[src/rtl/lynx_tap_loader_if.sv]
// HPS ioctl download stream in, tape RAM-port writes and load status out.
interface lynx_tap_loader_if;
    logic        ioctl_download;
    logic        ioctl_wr;
    logic [24:0] ioctl_addr;
    logic [7:0]  ioctl_data;
    logic [7:0]  ioctl_index;
    logic [15:0] tape_addr;
    logic [7:0]  tape_dout;
    logic        tape_wr;
    logic [15:0] tape_exec;
    logic        tape_complete;
    logic        tape_error;
    logic        busy;

    modport master (
        output ioctl_download, ioctl_wr, ioctl_addr, ioctl_data, ioctl_index,
        input  tape_addr, tape_dout, tape_wr, tape_exec, tape_complete, tape_error, busy
    );

    modport slave (
        input  ioctl_download, ioctl_wr, ioctl_addr, ioctl_data, ioctl_index,
        output tape_addr, tape_dout, tape_wr, tape_exec, tape_complete, tape_error, busy
    );
endinterface

[src/rtl/lynx_tap_loader.sv]
// Parses a Lynx machine-code tape image from the ioctl stream and writes its payload to RAM.
// Latency: one cycle from accepted data byte to tape_wr; tape_complete one cycle after checksum.
// Backpressure: none; a byte per clock is absorbed, out-of-order or truncated images go to ERR.
module lynx_tap_loader #(
    parameter logic [7:0]  TAP_INDEX = 8'h01,
    parameter logic [7:0]  TYPE_BYTE = 8'h4D,
    parameter logic [15:0] MAX_LEN   = 16'hC000
) (
    input  logic clock,
    input  logic reset,
    lynx_tap_loader_if.slave bus
);

    typedef enum logic [2:0] {IDLE, HDR, DATA, CSUM, DONE, ERR} state_t;

    state_t      state;
    logic [24:0] offset;
    logic [15:0] load_addr;
    logic [15:0] length;
    logic [15:0] exec_addr;
    logic [15:0] ptr;
    logic [15:0] remaining;
    logic [7:0]  sum;

    logic accept;
    logic addr_ok;

    assign accept  = bus.ioctl_download && bus.ioctl_wr && (bus.ioctl_index == TAP_INDEX);
    assign addr_ok = (bus.ioctl_addr == offset);
    assign bus.busy = (state == HDR) || (state == DATA) || (state == CSUM);

    always_ff @(posedge clock or negedge reset) begin
        if (!reset) begin
            state             <= IDLE;
            offset            <= '0;
            load_addr         <= '0;
            length            <= '0;
            exec_addr         <= '0;
            ptr               <= '0;
            remaining         <= '0;
            sum               <= '0;
            bus.tape_addr     <= '0;
            bus.tape_dout     <= '0;
            bus.tape_wr       <= 1'b0;
            bus.tape_exec     <= '0;
            bus.tape_complete <= 1'b0;
            bus.tape_error    <= 1'b0;
        end else begin
            bus.tape_wr       <= 1'b0;
            bus.tape_complete <= 1'b0;
            case (state)
                IDLE: begin
                    if (accept && bus.ioctl_addr == '0) begin
                        offset <= 25'd1;
                        sum    <= '0;
                        if (bus.ioctl_data != TYPE_BYTE) begin
                            state          <= ERR;
                            bus.tape_error <= 1'b1;
                        end else begin
                            state          <= HDR;
                            bus.tape_error <= 1'b0;
                        end
                    end
                end
                HDR: begin
                    if (accept) begin
                        offset <= offset + 25'd1;
                        if (!addr_ok) begin
                            state          <= ERR;
                            bus.tape_error <= 1'b1;
                        end else begin
                            case (offset[2:0])
                                3'd1: load_addr[7:0]  <= bus.ioctl_data;
                                3'd2: load_addr[15:8] <= bus.ioctl_data;
                                3'd3: length[7:0]     <= bus.ioctl_data;
                                3'd4: begin
                                    length[15:8] <= bus.ioctl_data;
                                    if ({bus.ioctl_data, length[7:0]} > MAX_LEN) begin
                                        state          <= ERR;
                                        bus.tape_error <= 1'b1;
                                    end
                                end
                                3'd5: exec_addr[7:0]  <= bus.ioctl_data;
                                3'd6: begin
                                    exec_addr[15:8] <= bus.ioctl_data;
                                    ptr             <= load_addr;
                                    remaining       <= length;
                                    sum             <= '0;
                                    state           <= (length == '0) ? CSUM : DATA;
                                end
                                default: begin
                                    state          <= ERR;
                                    bus.tape_error <= 1'b1;
                                end
                            endcase
                        end
                    end else if (!bus.ioctl_download) begin
                        state          <= ERR;
                        bus.tape_error <= 1'b1;
                    end
                end
                DATA: begin
                    if (accept) begin
                        offset <= offset + 25'd1;
                        if (!addr_ok) begin
                            state          <= ERR;
                            bus.tape_error <= 1'b1;
                        end else begin
                            bus.tape_addr <= ptr;
                            bus.tape_dout <= bus.ioctl_data;
                            bus.tape_wr   <= 1'b1;
                            ptr           <= ptr + 16'd1;
                            sum           <= sum + bus.ioctl_data;
                            remaining     <= remaining - 16'd1;
                            if (remaining == 16'd1)
                                state <= CSUM;
                        end
                    end else if (!bus.ioctl_download) begin
                        state          <= ERR;
                        bus.tape_error <= 1'b1;
                    end
                end
                CSUM: begin
                    if (accept) begin
                        offset <= offset + 25'd1;
                        if (addr_ok && bus.ioctl_data == sum) begin
                            state             <= DONE;
                            bus.tape_exec     <= exec_addr;
                            bus.tape_complete <= 1'b1;
                        end else begin
                            state          <= ERR;
                            bus.tape_error <= 1'b1;
                        end
                    end else if (!bus.ioctl_download) begin
                        state          <= ERR;
                        bus.tape_error <= 1'b1;
                    end
                end
                // Trailing bytes are ignored here; only the end of the download matters.
                DONE, ERR: begin
                    if (!bus.ioctl_download)
                        state <= IDLE;
                end
                default: state <= IDLE;
            endcase
        end
    end

endmodule

[src/flat_wrapper.sv]
// flat-port wrapper written by rule: the top's interface ports become plain ports
module lynx_tap_loader_flat 
#(
    parameter logic [7:0]  TAP_INDEX = 8'h01,
    parameter logic [7:0]  TYPE_BYTE = 8'h4D,
    parameter logic [15:0] MAX_LEN   = 16'hC000
)
  (clock, reset, bus_ioctl_download, bus_ioctl_wr, bus_ioctl_addr, bus_ioctl_data, bus_ioctl_index, bus_tape_addr, bus_tape_dout, bus_tape_wr, bus_tape_exec, bus_tape_complete, bus_tape_error, bus_busy);
  lynx_tap_loader_if bus_i ();
  input  logic clock;
  input  logic reset;
  input wire logic [$bits(bus_i.ioctl_download)-1:0] bus_ioctl_download;
  input wire logic [$bits(bus_i.ioctl_wr)-1:0] bus_ioctl_wr;
  input wire logic [$bits(bus_i.ioctl_addr)-1:0] bus_ioctl_addr;
  input wire logic [$bits(bus_i.ioctl_data)-1:0] bus_ioctl_data;
  input wire logic [$bits(bus_i.ioctl_index)-1:0] bus_ioctl_index;
  output wire logic [$bits(bus_i.tape_addr)-1:0] bus_tape_addr;
  output wire logic [$bits(bus_i.tape_dout)-1:0] bus_tape_dout;
  output wire logic [$bits(bus_i.tape_wr)-1:0] bus_tape_wr;
  output wire logic [$bits(bus_i.tape_exec)-1:0] bus_tape_exec;
  output wire logic [$bits(bus_i.tape_complete)-1:0] bus_tape_complete;
  output wire logic [$bits(bus_i.tape_error)-1:0] bus_tape_error;
  output wire logic [$bits(bus_i.busy)-1:0] bus_busy;
  assign bus_i.ioctl_download = bus_ioctl_download;
  assign bus_i.ioctl_wr = bus_ioctl_wr;
  assign bus_i.ioctl_addr = bus_ioctl_addr;
  assign bus_i.ioctl_data = bus_ioctl_data;
  assign bus_i.ioctl_index = bus_ioctl_index;
  assign bus_tape_addr = bus_i.tape_addr;
  assign bus_tape_dout = bus_i.tape_dout;
  assign bus_tape_wr = bus_i.tape_wr;
  assign bus_tape_exec = bus_i.tape_exec;
  assign bus_tape_complete = bus_i.tape_complete;
  assign bus_tape_error = bus_i.tape_error;
  assign bus_busy = bus_i.busy;
  lynx_tap_loader #(.TAP_INDEX(TAP_INDEX), .TYPE_BYTE(TYPE_BYTE), .MAX_LEN(MAX_LEN)) u_core (.clock(clock), .reset(reset), .bus(bus_i));
endmodule
[config.mk]
export PLATFORM = sky130hd
export DESIGN_NAME = lynx_tap_loader_flat
export DESIGN_NICKNAME = d
export VERILOG_FILES = /design/src/rtl/lynx_tap_loader_if.sv /design/src/rtl/lynx_tap_loader.sv /design/src/flat_wrapper.sv
export SDC_FILE = /design/constraint.sdc
export NUM_CORES = 1
export LEC_CHECK = 0
export ABC_CLOCK_PERIOD_IN_PS = 3220
export CORE_UTILIZATION = 40
export DETAILED_ROUTE_END_ITERATION = 10
export PLACE_DENSITY_LB_ADDON = 0.2
export SETUP_SLACK_MARGIN = 0.4
export SYNTH_ARGS = -nofsm -noshare
export SYNTH_HDL_FRONTEND = slang
export SYNTH_SLANG_ARGS = --single-unit
[constraint.sdc]
create_clock -name clock -period 3.22 [get_ports clock]
set_clock_uncertainty 0.05 [all_clocks]
set_input_delay 0.805 -clock clock [delete_from_list [all_inputs] [get_ports clock]]
set_output_delay 0.805 -clock clock [all_outputs]
set_load 0.005 [all_outputs]
== After elaboration in Yosys (flattened, before gate mapping) ==
Cells that the tools add are included.
Operators by class
  reductions and logical operators: 30
  magnitude comparators: 1
  equal/unequal tests: 30
  multiplexer cells: 55
  add/sub/neg operators: 4
Operator list (count)
  $mux 16: 10
  $pmux 16 s2: 2
  $mux 25: 2
  $pmux 25 s2: 1
  $mux 8: 6
  $mux 3: 11
  $add 25x1->25 const B: 1
  $eq 25x25->1: 1
  $logic_not 25->1: 1
  $pmux 8 s3: 1
  $reduce_and 4->1: 6
  $mux 1: 18
  $add 16x1->16 const B: 1
  $eq 16x1->1 const B: 1
  $gt 16x16->1 const B: 1
  $logic_not 16->1: 1
  $sub 16x1->16 const B: 1
  $eq 3x3->1 const B: 5
  $pmux 3 s5: 1
  $eq 3x2->1 const B: 4
  $ne 2x1->1 const B: 6
  $ne 4x4->1 const B: 3
  $reduce_and 6->1: 2
  $pmux 3 s3: 1
  23 further kinds: 33
Storage, ports and cells
  logic and storage cells: 137
  bits in registers: 159
  output and inout port bits: 44

== Logic depth before layout (Yosys ltp) ==
  depth after elaboration: 6
  mapped depth: 9
  mapped depth without buffers: 8

== Worst setup path before layout ==
OpenSTA, ideal clock, no wires.
  path type: input to register
  start point: in bus_ioctl_index[3]
  end point: reg u_core.length[10]
  arrival time: 3206 ps
  stages: 9
  library setup time: 125 ps
  required time: 3045 ps
  path slack: -161 ps
  cells stage by stage: or4_1 -> or4_1 -> buf_2 -> nor4_4 -> and3_1 -> buf_2 -> and3_1 -> buf_4 -> mux2_2
On the way
  word-level cells in the longest chain between the ends: 3
Ends and longest elaborated chain
  start: declaration: line flat_wrapper.sv:16  | input wire logic [$bits(bus_i.ioctl_index)-1:0] bus_ioctl_index;
  $eq 8x1->1: line lynx_tap_loader.sv:28  | assign accept = bus.ioctl_download && bus.ioctl_wr && (bus.ioctl_index == TAP_INDEX);
  $logic_and 1x1->1: line lynx_tap_loader.sv:28
  $reduce_and 4->1 (no source line)
  end signal: assignment: line lynx_tap_loader.sv:77  | length[15:8] <= bus.ioctl_data;
  end: declaration: line lynx_tap_loader.sv:19  | logic [15:0] length;
No other way between the ends.
A chain may end at the register's enable or synchronous reset.

== Worst setup path after layout ==
  start point: in bus_ioctl_index[4]
  end point: reg u_core.ptr[13]
On the way
  word-level cells in the longest chain between the ends: 4
  elaborated cells on any way between the ends: 5
Ends and longest elaborated chain
  $eq 8x1->1 (*): line lynx_tap_loader.sv:28
  $logic_and 1x1->1 (*): line lynx_tap_loader.sv:28
  $ne 2x1->1 (no source line)
  $reduce_and 6->1 (no source line) (*)
  end signal: assignment: line lynx_tap_loader.sv:86  | ptr <= load_addr;
  end signal: assignment: line lynx_tap_loader.sv:112  | ptr <= ptr + 16'd1;
  end: declaration: line lynx_tap_loader.sv:21  | logic [15:0] ptr;
Every way passes the cells marked *; elsewhere a longest branch is shown, timed or not.

==> qor.csv <==
metric,value,unit
Fin. Hold Viols,0,
Crit path depth,11,
vias in the first global route,6715,
Final ANT Viol Nets,0,
final std cells w/o fill,1271,
Mapped Area,8220,um2
"slowest stage delay, CP",550,ps
HP Class,primary input to async pin,
asr flop ratio synth,100,%
crit path max fanout,6,
number of synthesized flops with an enable pin,0,
Layout area overhead,32.6,%
total routed wirelength,21.5,mm
Clk pwr share,44.4,%
min Tclk post-route,2860,ps
crit start category,primary input,
commonest register cell after synthesis,dfrtp_1,
WP buf/inv,5,
Clock Sinks,159,
Rel. slew slack,54.4,%
FILL cells,1830,
pre-CTS setup slack,-523,ps
required time worst endpoint,3540,ps
Comb pwr share,10.3,%
Vias/cell,5.44,
cells after synthesis,841,
Flop pwr share,45.3,%
sw frac,26.4,%
antenna violations before repair,0,
PnR Total Power,4.48,mW
TritonCTS clock tree,yes,
final worst slack,365,ps
largest net degree at the start of global routing,69,
"Seq/Total Area, Yosys",48.4,%
CTS root buf,clkbuf_16,
initial core utilization,40.7,%
share of cells above drive strength 1,21.9,%
Vias,6914,
Synth Area per Inst,9.77,um2
critical-path cell list,buf_6 > or4_4 > or4_4 > nor4_4 > buf_6 > buf_4 > and3_4 > buf_8 > buf_4 > a21oi_1 > o21ba_2,
die height,145,um
Worst path top cell family by delay,simple AND/OR/NAND/NOR gates,
unrepaired setup endpoints after global routing,yes,
worst vdd ir,0.348,mV
"Reg clk slew, reported paths",70,ps
final period utilization,88.7,%
routability cong.,0.849,
site row count,52,
Skew-Pair Late Insertion Delay,430,ps
utilization after layout,54.0,%
Crit Path Class,primary input to flop,
#FFs+latches synth,159,
IO buf count,88,
total CTS buffers,17,
WP data arrival,3180,ps
"Slew Viols, Final",0,
Hold WS,312,ps
H-tree levels,4,
Int Power,3.30,mW
initial DRC count,430,
Die ar.,21100,um2
"slowest stage cell, crit path",or4_4,
num ports,89,
syn_nets,902,
outcome,"complete, no violations",
Static Leak,4.92,nW
r2r worst-path depth,8,
worst slew pin tran,677,ps
nets,1049,
Routed WL per cell,16.9,um
Core ar.,20200,um2
GRT Total Usage,21.4,%
antenna fix cells,0,
DP HPWL,14.7,mm
maxcap violations,0,
Die W,145,um
Max Fclk,350,MHz
grt ovf,0,
final setup vio count,0,
Pwr Density,411,nW/um2
nature of the critical path endpoint,flop,
synth warn,0,
first-pass GRT wire length,35.8,mm
Max clock buf depth,2,
synth unique cells,58,
Remaining DRCs,0,
Placed Cells,1218,
Initial DRT Pass Iterations,5,
Psw,1.18,mW
## through the flow
step | setup TNS (ps) | cell area (um2)
2_1_floorplan | 0 | 8300
3_3_place_gp | -44760 | 9800
3_5_place_dp | -52420 | 9800
4_1_cts | 0 | 10700
5_1_grt | 0 | 10900
6_report | 0 | 10900
## sequential cells by signal (all words and copies together), names as in the netlist
| signal | flops |
|---|---|
| u_core.exec_addr | 16 |
| u_core.bus.tape_addr | 16 |
| u_core.bus.tape_complete | 1 |
| u_core.bus.tape_error | 1 |
| u_core.length | 16 |
| u_core.remaining | 16 |
| u_core.state | 3 |
| u_core.offset | 25 |
| u_core.sum | 8 |
| u_core.bus.tape_exec | 16 |
| u_core.load_addr | 16 |
| u_core.ptr | 16 |
| u_core.bus.tape_wr | 1 |
| u_core.bus.tape_dout | 8 |
## final timing paths
path,start,endpoint,slack (ps)
max in group asynchronous,reset,u_core.state[0],2000
worst min-delay path,reset,u_core.remaining[5],310
worst max-delay path,bus_ioctl_index[4],u_core.ptr[13],360
worst min register to register,u_core.bus.tape_addr[5],u_core.bus.tape_addr[5],410
min in group clock,u_core.bus.tape_addr[5],u_core.bus.tape_addr[5],410
worst max register to register,u_core.sum[1],u_core.bus.tape_exec[5],630
## power by group through the flow
stage / Clock (mW) / Sequential (mW) / Combinational (mW)
after floorplan: 0 / 2.06 / 0.182
after global placement: 0 / 2.06 / 0.411
after detailed placement: 0 / 2.06 / 0.407
after CTS: 2.02 / 2.03 / 0.439
after global routing: 2.11 / 2.03 / 0.501
final: 1.99 / 2.03 / 0.460
## cell usage after synthesis (all sizes together) (2+ instances only)
cell type  number  area share (%)
dfrtp         159              48
nand2         109             5.0
o21ai          65             4.0
mux2           64             9.1
a21oi          52             3.2
nor2           51             2.3
nand4          36             3.1
clkbuf         34             1.6
nand3          33             2.1
xnor2          29             3.1
nor3           22             1.3
inv            21            0.96
nor4           18             1.6
ha             15             2.3
a31oi          14             1.1
and3           13            0.99
or3            13            0.99
buf            10            0.76
or4            10            0.91
o31ai           9            0.82
a22oi           7            0.64
and2            7            0.53
xor2            7            0.75
o22a            4            0.43
a21o            3            0.27
a2bb2oi         3            0.32
a211oi          2            0.18
a22o            2            0.21
a41oi           2            0.21
and4            2            0.21
o211ai          2            0.18
o21a            2            0.18
o21bai          2            0.18
o2bb2ai         2            0.21
o311ai          2            0.21
or2             2            0.15
## metal layers
layer  track usage (%)  vias to the layer above  part of all wire (%)
met4              6.05                        0                   1.4
met2              34.7                      169                    48
li1                  -                     3350                     -
met3              3.82                       25                   3.4
met5                 0                        -                     0
met1              29.4                     3370                    47
## cell families after synthesis
kind of cell | share of synthesized area [%]
adder cells (fa/ha/maj) | 2.53
flip-flops | 48.4
AO/OA/AOI/OAI | 13.0
XOR/XNOR | 3.84
AND/OR/NAND/NOR | 19.8
multiplexers | 9.14
buffers and inverters | 3.27
## layout by cell type, fill, tap and decap left out, types with 4 or more instances in the layout
master	instances
nor4_1	15
mux2_4	17
o21ai_0	54
o31ai_1	9
nand4_1	34
clkbuf_16	19
nand3_1	30
a21oi_1	49
nand2_1	106
nor2_1	49
nor3_1	21
mux2_2	47
dfrtp_1	157
or4_1	7
inv_6	5
a22oi_1	7
a31oi_1	14
or3_1	13
o21ai_1	9
clkinvlp_4	4
xor2_1	7
ha_1	14
buf_4	60
buf_6	9
clkdlybuf4s50_1	79
and3_1	10
buf_12	9
inv_1	20
xnor2_1	29
and2_1	6
o22a_1	4
## area by class of cell
type                    count  area [um2]  area share [%]
clock buffers              17         425            3.90
clock inverters            15         150            1.38
inverters                  21        82.6           0.758
multi-input cells         617        4160            38.1
flip-flops and latches    159        3980            36.5
well taps                 270         338            3.10
repair buffers            172        1760            16.2
## what timing repair did
action | CTS | global route
gates resized for setup | 65 | 29
buffers inserted | 8 | 8
gates cloned | 4 | 1
hold buffers | 0 | 0
pin swaps | 19 | 14
endpoints found under the setup margin | 159 | 143
(Power assumes the default switching activity.)
